<file path="src/rtl/pair_serializer_fifo_pkg.sv">
// Shared defaults and FSM state encodings for the pair serializer FIFO.
// Imported by the storage sub-module and by the top.
package pair_serializer_fifo_pkg;

    localparam int unsigned DWIDTH_DEF       = 16;
    localparam int unsigned SAMPLES_PER_WORD = 2;
    localparam int unsigned FIFO_DEPTH_DEF   = 4;

    // Input-side four-phase handshake FSM
    localparam int unsigned IN_STATE_W = 1;
    localparam logic [IN_STATE_W-1:0] IN_IDLE = 1'b0;
    localparam logic [IN_STATE_W-1:0] IN_ACK  = 1'b1;

    // Output-side four-phase handshake FSM
    localparam int unsigned OUT_STATE_W = 2;
    localparam logic [OUT_STATE_W-1:0] OUT_IDLE = 2'd0;
    localparam logic [OUT_STATE_W-1:0] OUT_REQ  = 2'd1;
    localparam logic [OUT_STATE_W-1:0] OUT_WAIT = 2'd2;

endpackage

</file>
<file path="src/rtl/pair_serializer_fifo_fifo.sv">
// Word storage for the pair serializer: synchronous FIFO with registered level.
// Push is refused when full and pop when empty, so level cannot leave [0, DEPTH].
module pair_fifo #(
    parameter int unsigned WIDTH = 32,
    parameter int unsigned DEPTH = 4
) (
    input  logic                     clk,
    input  logic                     rst,
    input  logic                     push_i,
    input  logic [0:WIDTH-1]         wdata_i,
    input  logic                     pop_i,
    output logic [0:WIDTH-1]         head_c,
    output logic                     full_c,
    output logic                     empty_c,
    output logic [$clog2(DEPTH):0]   level_o
);

    localparam int unsigned PTR_W = $clog2(DEPTH);
    localparam int unsigned LVL_W = PTR_W + 1;

    logic [0:WIDTH-1] mem_q [DEPTH];
    logic [PTR_W-1:0] head_q, head_d;
    logic [PTR_W-1:0] tail_q, tail_d;
    logic [LVL_W-1:0] level_q, level_d;
    logic             do_push;
    logic             do_pop;

    assign full_c  = (level_q == LVL_W'(DEPTH));
    assign empty_c = (level_q == LVL_W'(0));
    assign do_push = push_i & ~full_c;
    assign do_pop  = pop_i & ~empty_c;
    assign head_c  = mem_q[head_q];
    assign level_o = level_q;

    // Pointer and level next-state; power-of-two depth makes pointers wrap for free
    always_comb begin
        head_d  = head_q;
        tail_d  = tail_q;
        level_d = level_q;
        if (do_push) begin
            tail_d = tail_q + PTR_W'(1);
        end
        if (do_pop) begin
            head_d = head_q + PTR_W'(1);
        end
        case ({do_push, do_pop})
            2'b10:   level_d = level_q + LVL_W'(1);
            2'b01:   level_d = level_q - LVL_W'(1);
            default: level_d = level_q;
        endcase
    end

    always_ff @(posedge clk) begin
        if (rst) begin
            head_q  <= '0;
            tail_q  <= '0;
            level_q <= '0;
        end else begin
            head_q  <= head_d;
            tail_q  <= tail_d;
            level_q <= level_d;
        end
    end

    // Storage array needs no reset: contents are only visible behind level
    always_ff @(posedge clk) begin
        if (do_push) begin
            mem_q[tail_q] <= wdata_i;
        end
    end

endmodule

</file>
<file path="src/rtl/pair_serializer_fifo.sv">
// Accepts two-sample words over a four-phase handshake, buffers them in a FIFO and
// emits the samples one at a time (a0 then a1) over a second four-phase handshake.
module pair_serializer_fifo
    import pair_serializer_fifo_pkg::*;
#(
    parameter int unsigned DWIDTH  = DWIDTH_DEF,
    parameter int unsigned DDWIDTH = SAMPLES_PER_WORD * DWIDTH,
    parameter int unsigned DEPTH   = FIFO_DEPTH_DEF
) (
    input  logic                    clk,
    input  logic                    rst,
    input  logic                    req_in,
    output logic                    ack_in,
    input  logic [0:DDWIDTH-1]      data_in,
    output logic                    req_out,
    input  logic                    ack_out,
    output logic [0:DWIDTH-1]       data_out,
    output logic [$clog2(DEPTH):0]  level
);

    logic [IN_STATE_W-1:0]  in_q, in_d;
    logic [OUT_STATE_W-1:0] out_q, out_d;
    logic                   ack_q, ack_d;
    logic                   req_q, req_d;
    logic                   half_q, half_d;
    logic [0:DWIDTH-1]      dout_q, dout_d;

    logic                   push_c;
    logic                   pop_c;
    logic [0:DDWIDTH-1]     head_c;
    logic                   full_c;
    logic                   empty_c;

    pair_fifo #(
        .WIDTH (DDWIDTH),
        .DEPTH (DEPTH)
    ) u_fifo (
        .clk     (clk),
        .rst     (rst),
        .push_i  (push_c),
        .wdata_i (data_in),
        .pop_i   (pop_c),
        .head_c  (head_c),
        .full_c  (full_c),
        .empty_c (empty_c),
        .level_o (level)
    );

    // Input handshake: one write per req_in high phase, gated by the registered full flag
    always_comb begin
        in_d   = in_q;
        ack_d  = ack_q;
        push_c = 1'b0;
        case (in_q)
            IN_IDLE: begin
                if (req_in && !full_c) begin
                    push_c = 1'b1;
                    ack_d  = 1'b1;
                    in_d   = IN_ACK;
                end
            end
            IN_ACK: begin
                if (!req_in) begin
                    ack_d = 1'b0;
                    in_d  = IN_IDLE;
                end
            end
            default: begin
                ack_d = 1'b0;
                in_d  = IN_IDLE;
            end
        endcase
    end

    // Output serializer: present the half-selected sample, pop only after a1 is taken
    always_comb begin
        out_d  = out_q;
        req_d  = req_q;
        half_d = half_q;
        dout_d = dout_q;
        pop_c  = 1'b0;
        case (out_q)
            OUT_IDLE: begin
                if (!empty_c) begin
                    dout_d = half_q ? head_c[DWIDTH:DDWIDTH-1] : head_c[0:DWIDTH-1];
                    req_d  = 1'b1;
                    out_d  = OUT_REQ;
                end
            end
            OUT_REQ: begin
                if (ack_out) begin
                    req_d  = 1'b0;
                    pop_c  = half_q;
                    half_d = ~half_q;
                    out_d  = OUT_WAIT;
                end
            end
            OUT_WAIT: begin
                if (!ack_out) begin
                    out_d = OUT_IDLE;
                end
            end
            default: begin
                req_d = 1'b0;
                out_d = OUT_IDLE;
            end
        endcase
    end

    always_ff @(posedge clk) begin
        if (rst) begin
            in_q   <= IN_IDLE;
            out_q  <= OUT_IDLE;
            ack_q  <= 1'b0;
            req_q  <= 1'b0;
            half_q <= 1'b0;
            dout_q <= '0;
        end else begin
            in_q   <= in_d;
            out_q  <= out_d;
            ack_q  <= ack_d;
            req_q  <= req_d;
            half_q <= half_d;
            dout_q <= dout_d;
        end
    end

    assign ack_in   = ack_q;
    assign req_out  = req_q;
    assign data_out = dout_q;

endmodule

</file>
<file path="config.mk">
export PLATFORM = sky130hd
export DESIGN_NAME = pair_serializer_fifo
export DESIGN_NICKNAME = d
export VERILOG_FILES = /design/src/rtl/pair_serializer_fifo_pkg.sv /design/src/rtl/pair_serializer_fifo_fifo.sv /design/src/rtl/pair_serializer_fifo.sv
export SDC_FILE = /design/constraint.sdc
export NUM_CORES = 1
export LEC_CHECK = 0
export BUFFER_PORTS_ARGS = -buffer_cell sky130_fd_sc_hd__buf_2
export CAP_MARGIN = 20
export CORE_UTILIZATION = 40
export CTS_CLUSTER_SIZE = 30
export DETAILED_ROUTE_END_ITERATION = 12
export SLEW_MARGIN = 20
export SYNTH_ARGS = -nofsm -noshare
export SYNTH_HDL_FRONTEND = slang
export SYNTH_SLANG_ARGS = --single-unit
</file>
<file path="constraint.sdc">
create_clock -name clk -period 2.3 [get_ports clk]
set_input_delay 0.345 -clock clk [delete_from_list [all_inputs] [get_ports clk]]
set_output_delay 0.345 -clock clk [all_outputs]
set_load 0.02 [all_outputs]
</file>
==> results of run 1 <==
## per-layer routing
layer,global-route usage,up-vias
li1,-,1527
met1,0.183,1551
met2,0.247,52
met3,0.0523,8
met4,0.0510,2
met5,0,-
## path summary, 6_finish.rpt
kind,from,to,slack (ns)
hold reg to reg,data_out[14]$_SDFFE_PP0P_,data_out[14]$_SDFFE_PP0P_,0.48
setup reg to reg,u_fifo.level_o[0]$_SDFFE_PP0P_,u_fifo.level_o[2]$_SDFFE_PP0P_,0.09
setup / recovery,u_fifo.level_o[0]$_SDFFE_PP0P_,u_fifo.level_o[2]$_SDFFE_PP0P_,0.09
hold / removal,data_in[3],u_fifo.mem_q[0][28]$_DFFE_PP_,0.14
## placed cells by master, fill, tap and decap left out, types with 3 or more instances in the layout
cell	n
edfxtp_1	128
buf_2	56
mux2i_1	32
dfxtp_1	27
nor2_1	26
nor3_1	17
clkbuf_16	17
buf_4	17
o22ai_1	16
mux4_2	10
a211oi_2	10
mux4_1	7
inv_1	6
a211oi_1	6
clkinv_4	5
and2_1	4
xnor2_1	4
ha_1	4
nand2b_1	3
or3_1	3
a21oi_1	3
bufinv_16	3
clkinv_2	3
dfxtp_4	3
## cells by family after synthesis
| family | Yosys count |
|---|---|
| compound gates | 39 |
| xor+xnor | 6 |
| fa+ha+maj | 6 |
| buf+inv | 28 |
| flops | 159 |
| mux | 49 |
| simple gates | 65 |
## per-stage QoR
stage / hold slack (ns) / util
finish: 0.143 / 0.483
global route: 0.126 / 0.483
CTS: 0.126 / 0.481
detailed placement: 0.477 / 0.442
global placement: 0.471 / 0.441
floorplan: 0.437 / -
## worst register-to-register path: cells and delay by family, from the launching register on
family | cells | cell delay, ns
buffers and inverters | 2 | 0.09
adder cells (fa/ha/maj) | 2 | 0.50
AND/OR/NAND/NOR | 3 | 0.90
XOR/XNOR | 1 | 0.15
flip-flops | 1 | 0.36
AO/OA/AOI/OAI | 1 | 0.12
## power groups by stage
stage | clock network, mW | logic [mW] | registers (mW)
CTS | 2.85 | 0.557 | 3.33
finish | 2.79 | 0.552 | 3.32
global route | 2.96 | 0.609 | 3.34
detailed placement | 0 | 0.555 | 3.39
global placement | 0 | 0.544 | 3.38
floorplan | 0 | 0.309 | 3.44
## sequential cells by signal (all words and copies together), names as in the netlist, named ones only
name,count
ack_in,1
data_out,16
half_q,1
in_q,1
out_q,2
req_out,1
u_fifo.head_q,2
u_fifo.level_o,3
u_fifo.mem_q,128
u_fifo.tail_q,2
## layout make-up
| class | count | area share |
|---|---|---|
| inverter | 7 | 0.00359 |
| sequential | 159 | 0.612 |
| clock buffer | 19 | 0.0592 |
| multi-input combinational | 165 | 0.209 |
| clock inverter | 13 | 0.0226 |
| timing repair buffer | 75 | 0.0613 |
| tap | 188 | 0.0322 |
| antenna | 1 | 0.000342 |
## repair_timing
| action | 4_1_cts | 5_1_grt |
|---|---|---|
| setup endpoints to repair | 0 | 1 |
| buffers inserted | 0 | 2 |
| resized for setup | 0 | 3 |
==> impl_results.md, run 1 <==
* Routed Antenna Nets at 0
* XOR/XNOR share of the synthesized area at 0.00852
* Max cap viols at 0
* Peak Freq at 0.453 GHz
* Initial Util at 0.407
* CP endpoint kind: flip-flop
* Initial antenna violation count at 2
* DRT iter0 DRCs at 156
* GR Overflow Total at 0
* Most frequent cell after synthesis: edfxtp_1
* Worst-path fanout max at 6
* Cell taking the most area after synthesis: edfxtp_1
* Final setup margin at 0.0942 ns
* CP startpoint kind: flip-flop
* Top area cells in the synthesized netlist: edfxtp_1, dfxtp_1, mux2i_1, mux4_2, mux4_1
* Met1 wire length at 5.07 mm
* Clk pwr share at 0.418
* RSZ-0062 raised after global routing: yes
* Max IR drop VDD at 626 µV
* Slew Limit Fails at 0
* WL met2 at 5.45 mm
* Place WS at 0.0643 ns
* Total power at 6.66 mW
* CTS sink cnt at 159
* Vias/cell at 5.01
* Simple-gate share of the synthesized area at 0.0542
* Placed cells at 592
* Switch share at 0.223
* Post-synthesis compound-gate area fraction at 0.0501
* Crit-path leading delay family: simple AND/OR/NAND/NOR gates
* Clock-pin slew on the worst setup and hold paths at 0.06 ns
* Syn_nets at 394
* Pleak at 2.47 nW
* Remaining DRCs at 0
* Setup Skew at 0.00604 ns
* Synth cell count leaders: edfxtp_1, mux2i_1, dfxtp_1
* Combinational share of power at 0.083
* Top_reg_cell synth: edfxtp_1
* Core area at 0.0151 mm²
* Share of the synthesized area in the top cell type at 0.623
* First-pass GRT wire length at 17.5 mm
* Clock Latency Late Sink at 0.41 ns
* Total track usage at 0.149
* Placer Congestion at 0.704
* PwrDens at 911 mW/mm²
* Combined flip-flop and latch cell area at 0.00448 mm²
* Via Count at 3140
* Routed WL per cell at 17.8 µm
* Post-synthesis adder-cell area fraction at 0.0134
* Crit path kind: reg2reg
* Worst Hold Class: in2reg
* Number of global-route vias before repair at 3248
* TritonCTS buffer count at 17
* Layout cell share with drive strength beyond 1 at 0.311
* Slowest Stage Delay on Critical Path at 0.38 ns
* Number of synthesized register bits at 159
* Final non-filler cell total at 627
* Worst Hold Depth at 1
* Clk buf depth at 2
* Htree depth at 4
* Worst-Margin Slew at 0.731 ns
* Critical path depth at 9
* Final setup violation count at 0
* Design Area, Final at 0.00731 mm²
* Rows at 45
* Slew headroom at 0.511
* Final net count at 467
* Mean Syn Cell Area at 17.5 µm²
* Cell area after synthesis at 0.00617 mm²
* Final Critical Period at 2.21 ns
* Root buffer cell: clkbuf_16
* Fraction of registers with async set/reset at 0
* Slowest stage cell, crit path: or3b_4
* Cell Chain, Critical Path: or3b_4 -> and3b_1 -> inv_1 -> ha_2 -> inv_2 -> fa_2 -> xor2_1 -> or3_1 -> a21oi_2
* Worst path required time at 2.64 ns
* Post-DP Area at 0.00669 mm²
* Arr. time, crit path at 2.54 ns
* Post-route setup TNS at 0 ns
* P_int at 5.17 mW
* Post-DP HPWL at 6.96 mm
* Share of power burned in registers at 0.499
* Largest net degree at the start of global routing at 33
* Mux contribution to synthesized area at 0.118
* Die Y at 126 µm
* Status: finished, final reports clean
* Die Area at 0.0159 mm²
* DR top layer: met5
* Synthesized instance count at 352
* CTS tree: built
* # IOs at 57
* Warnings from Yosys at 0
* Final Hold Fails at 0
* Area Growth Syn to Fin at 18.5%
* Pre-antenna DRT Iters at 4
* Die width at 126 µm
* Reg2Reg Depth at 9
* # port buffers at 56
* Crit path buffers/inverters at 2
* Footprint of the multi-input gates at 0.00153 mm²
* Final WL at 11.2 mm
* Layout fillers at 1277
* Met3 routed WL at 547 µm
* Psw at 1.49 mW
* Part of the cycle the worst path needs at 0.959
* Synth cell types at 37
* Seq/Total Area, Yosys at 0.724
* Post-synth EDFFs at 128
* Largest family of logic cells by synthesized area: multiplexers
* Hold Buf Count CTS at 0
Note: power is estimated with default switching activity, not from simulation.
==> run 2, diff against run 1 <==
- CELL_PAD_IN_SITES_DETAIL_PLACEMENT: unset -> 0
- CELL_PAD_IN_SITES_GLOBAL_PLACEMENT: unset -> 1
- PLACE_DENSITY_LB_ADDON: unset -> 0.1
==> impl_results.md, run 2 (synthesis results as in run 1) <==
* Status: finished, final reports clean
* Final net count at 467
* Max cap viols at 0
* Clk buf depth at 2
* Die Area at 0.0159 mm²
* Peak Freq at 0.446 GHz
* Core area at 0.0151 mm²
* Placer Congestion at 0.705
* # port buffers at 56
* Crit path kind: reg2reg
* Die width at 126 µm
* Placed cells at 593
* Final Hold Fails at 0
* Slew headroom at 0.550
* Largest net degree at the start of global routing at 33
* RSZ-0062 raised after global routing: yes
* Worst-Margin Slew at 0.675 ns
* First-pass GRT wire length at 18.2 mm
* Largest reg by FF count: u_fifo.mem_q
* Hold Buf Count CTS at 0
* Setup Skew at 0.00577 ns
* Most common cell after layout, fill and taps aside: edfxtp_1
* GR Overflow Total at 0
* Initial antenna violation count at 0
* Most frequent cells in the layout: edfxtp_1, buf_2, mux2i_1
* Final setup violation count at 0
* Total power at 6.85 mW
* Via Count at 3209
* Vias/cell at 5.12
* Root buffer cell: clkbuf_16
* Final Critical Period at 2.24 ns
* Rows at 45
* Clock-pin slew on the worst setup and hold paths at 0.06 ns
* Final WL at 11.9 mm
* Post-DP HPWL at 6.95 mm
* Place WS at 0.0646 ns
* Worst path required time at 2.64 ns
* Pleak at 2.49 nW
* Worst-path fanout max at 6
* Number of global-route vias before repair at 3237
* Max reg flops at 128
* Remaining DRCs at 0
* Die Y at 126 µm
* TritonCTS buffer count at 17
* Total track usage at 0.162
* Routed WL per cell at 19.0 µm
* Routed Antenna Nets at 0
* CP startpoint kind: flip-flop
* Htree depth at 4
* Clock Latency Late Sink at 0.42 ns
* Layout cell share with drive strength beyond 1 at 0.301
* Area Growth Syn to Fin at 18.9%
* Hold Slack at 0.137 ns
* PwrDens at 934 mW/mm²
* Pre-antenna DRT Iters at 6
* Final setup margin at 0.0596 ns
* CTS sink cnt at 159
* Worst R2R Setup Slack at 0.06 ns
* Worst Hold Class: in2reg
* CP endpoint kind: flip-flop
* Arr. time, crit path at 2.58 ns
* Part of the cycle the worst path needs at 0.974
* CTS tree: built
* Final non-filler cell total at 627
* Initial Util at 0.407
* # IOs at 57
* DRT iter0 DRCs at 128
* Max IR drop VDD at 565 µV
* Slew Limit Fails at 0
run 2: worst max-delay path, stage by stage, from the launching register on:
cell     delay, ns
dfxtp_4       0.36
or3b_4        0.40
and3b_1       0.19
inv_1         0.06
ha_2          0.18
inv_1         0.06
fa_2          0.33
xor2_1        0.15
or3_1         0.32
a21oi_2       0.14
run 2: routing by layer:
layer | track usage | wire (µm) | up-vias
met3 | 0.0476 | 513 | 10
li1 | - | - | 1522
met1 | 0.200 | 5270 | 1619
met4 | 0.0638 | 143 | 0
met5 | 0 | 0 | -
met2 | 0.268 | 5960 | 58
run 2: final cells by class:
cell class                 instances  area (µm²)
antenna                            1        2.50
tap                              188         235
inverter                           7        26.3
clock buffer                      18         429
sequential                       159        4480
multi-input combinational        165        1520
timing repair buffer              75         448
clock inverter                    14         196
fill                            1281        7810
run 2: worst paths after layout:
path,from,endpoint,cells past startpoint
hold reg to reg,data_out[11]$_SDFFE_PP0P_,data_out[11]$_SDFFE_PP0P_,2
setup / recovery,u_fifo.level_o[1]$_SDFFE_PP0P_,u_fifo.level_o[2]$_SDFFE_PP0P_,9
setup reg to reg,u_fifo.level_o[1]$_SDFFE_PP0P_,u_fifo.level_o[2]$_SDFFE_PP0P_,9
hold / removal,data_in[7],u_fifo.mem_q[3][24]$_DFFE_PP_,1
run 2: repair_timing:
action | 4_1_cts | 5_1_grt
resized for setup | 0 | 2
buffers inserted | 0 | 1
endpoints found under the setup margin | 0 | 1
run 2: stage by stage:
| stage | instance area, µm² | utilization | TNS [ns] |
|---|---|---|---|
| 2_1_floorplan | 6180 | - | 0 |
| 3_3_place_gp | 6690 | 0.442 | 0 |
| 3_5_place_dp | 6690 | 0.442 | 0 |
| 4_1_cts | 7320 | 0.483 | 0 |
| 5_1_grt | 7330 | 0.484 | -0.0136 |
| 6_report | 7330 | 0.484 | 0 |
run 2: power breakdown:
part / internal [mW] / switching, mW
clock network: 1.90 / 1.06
registers: 3.26 / 0.0537
logic: 0.203 / 0.368
total: 5.37 / 1.48
==> run 3, diff against run 2 <==
- ABC_AREA: unset -> 1
==> impl_results.md, run 3 <==
* Status: finished, final reports clean
* Fraction of registers with async set/reset at 0
* Place WS at 0.177 ns
* TritonCTS buffer count at 17
* Cell Chain, Critical Path: nand2_1 -> nor2_1 -> nand2_1 -> nor2_4 -> ha_1 -> inv_1 -> fa_1 -> a21oi_1 -> o21ai_0 -> o21ai_0 -> a21oi_1
* Final cell utilization of the core at 0.487
* Setup Skew at 0.00770 ns
* Area Growth Syn to Fin at 17.3%
* Top area cells in the synthesized netlist: edfxtp_1, nand2_1, dfxtp_1, nand3_1, inv_1
* Post-synthesis compound-gate area fraction at 0.0346
* Hold Buf Count CTS at 0
* DRT iter0 DRCs at 303
* Part of the cycle the worst path needs at 0.895
* Synth cell count leaders: nand2_1, edfxtp_1, inv_1
* Post-synthesis adder-cell area fraction at 0.0124
* Layout cell share with drive strength beyond 1 at 0.183
* Max reg flops at 128
* Max IR drop VDD at 535 µV
* Clock Latency Late Sink at 0.42 ns
* Final Critical Period at 2.06 ns
* Die width at 131 µm
* # port buffers at 56
* Pleak at 3.33 nW
* Cell taking the most area after synthesis: edfxtp_1
* Initial antenna violation count at 0
* Routed Antenna Nets at 0
* Vias/cell at 4.63
* Top_reg_cell synth: edfxtp_1
* RSZ-0062 raised after global routing: no
* Layout fillers at 1482
* CP startpoint kind: flip-flop
* Share of the synthesized area in the top cell type at 0.577
* Footprint of the multi-input gates at 0.00160 mm²
* Met3 routed WL at 562 µm
* Cell area after synthesis at 0.00666 mm²
* Most common cell after layout, fill and taps aside: nand2_1
* Slowest stage cell, crit path: fa_1
* Number of global-route vias before repair at 4034
* PwrDens at 842 mW/mm²
* Synthesized instance count at 643
* CP endpoint kind: flip-flop
* Met1 wire length at 7.18 mm
* Mean Syn Cell Area at 10.4 µm²
* Combined flip-flop and latch cell area at 0.00447 mm²
* # IOs at 57
* Worst path required time at 2.60 ns
* Final setup margin at 0.242 ns
* Initial Util at 0.415
* Largest reg by FF count: u_fifo.mem_q
* Worst Hold Class: in2reg
* Worst-Margin Slew at 0.601 ns
* Most frequent cells in the layout: nand2_1, edfxtp_1, inv_1
* Final setup violation count at 0
* Crit path kind: reg2reg
* Post-CTS setup buffers at 0
* Clk buf depth at 2
* Diode count at 0
* Simple-gate share of the synthesized area at 0.191
* Post-DP HPWL at 9.07 mm
* CTS sink cnt at 159
* Placer Congestion at 0.753
* Post-synth EDFFs at 128
* Final Hold Fails at 0
* Htree depth at 4
* Warnings from Yosys at 0
* Post-route setup TNS at 0 ns
* Final WL at 14.8 mm
* Core area at 0.0161 mm²
* Largest family of logic cells by synthesized area: simple AND/OR/NAND/NOR gates
* Rows at 46
* Worst-path fanout max at 6
* Remaining DRCs at 0
* Root buffer cell: clkbuf_16
* Seq/Total Area, Yosys at 0.670
* Total track usage at 0.187
* Die Area at 0.0172 mm²
* XOR/XNOR share of the synthesized area at 0
* Arr. time, crit path at 2.36 ns
* Max cap viols at 0
* Number of synthesized register bits at 159
* CTS tree: built
* Cts repair resizes at 0
* Syn_nets at 685
* WL met2 at 6.89 mm
* Synth cell types at 23
* Slew headroom at 0.598
* Routed WL per cell at 15.7 µm
* Final net count at 752
* Peak Freq at 0.486 GHz
* Clock-pin slew on the worst setup and hold paths at 0.06 ns
* Largest net degree at the start of global routing at 40
* GR Overflow Total at 0
* Slowest Stage Delay on Critical Path at 0.38 ns
* Hold Slack at 0.141 ns
* Placed cells at 907
* Slew Limit Fails at 0
* Pre-antenna DRT Iters at 5
* Mux contribution to synthesized area at 0
* DR top layer: met4
* Die Y at 131 µm
* Via Count at 4351
* First-pass GRT wire length at 22.7 mm
* Most frequent cell after synthesis: nand2_1
* Final non-filler cell total at 939
run 3: where the power goes:
part           total (mW)  internal (mW)  switching (mW)  leakage, nW
Clock                2.72           1.65            1.08        0.279
Combinational       0.551          0.176           0.375         1.63
Sequential           3.30           3.25          0.0506         1.42
Total                6.58           5.08            1.50         3.33
run 3: critical path, delay by kind of cell, from the launching register on:
family | cells | cell delay [ns]
fa+ha+maj | 2 | 0.54
simple gates | 4 | 0.51
compound gates | 4 | 0.45
flops | 1 | 0.37
buf+inv | 1 | 0.06
run 3: per-stage QoR:
step,total power [mW],cell area [µm²]
2_1_floorplan,3.71,6660
3_3_place_gp,3.92,7240
3_5_place_dp,3.92,7240
4_1_cts,6.65,7810
5_1_grt,6.86,7810
6_report,6.58,7810
run 3: path summary, 6_finish.rpt:
check,start,to,slack [ns],depth (start not counted)
setup / recovery,out_q[0]$_SDFFE_PP0P_,u_fifo.level_o[2]$_SDFFE_PP0P_,0.24,11
hold / removal,data_in[1],u_fifo.mem_q[0][30]$_DFFE_PP_,0.14,1
setup reg to reg,out_q[0]$_SDFFE_PP0P_,u_fifo.level_o[2]$_SDFFE_PP0P_,0.24,11
hold reg to reg,data_out[11]$_SDFFE_PP0P_,data_out[11]$_SDFFE_PP0P_,0.46,2
run 3: logic make-up after synthesis:
kind of cell               Yosys count
and+or+nand+nor                    293
DFF                                159
buffers and inverters              146
adders and majority gates            6
AOI/OAI and AO/OA                   39
run 3: final cells by class:
| class | instances | area share |
|---|---|---|
| multi-input cells | 338 | 0.204 |
| repair buffers | 76 | 0.0583 |
| flip-flops and latches | 159 | 0.571 |
| clock inverters | 11 | 0.0149 |
| well taps | 216 | 0.0346 |
| clock buffers | 21 | 0.0589 |
| inverters | 118 | 0.0573 |
run 3: routing by layer:
metal / vias up / GRT usage
li1: 2216 / -
met1: 2043 / 0.258
met2: 80 / 0.294
met3: 12 / 0.0403
met4: 0 / 0.0588
met5: - / 0
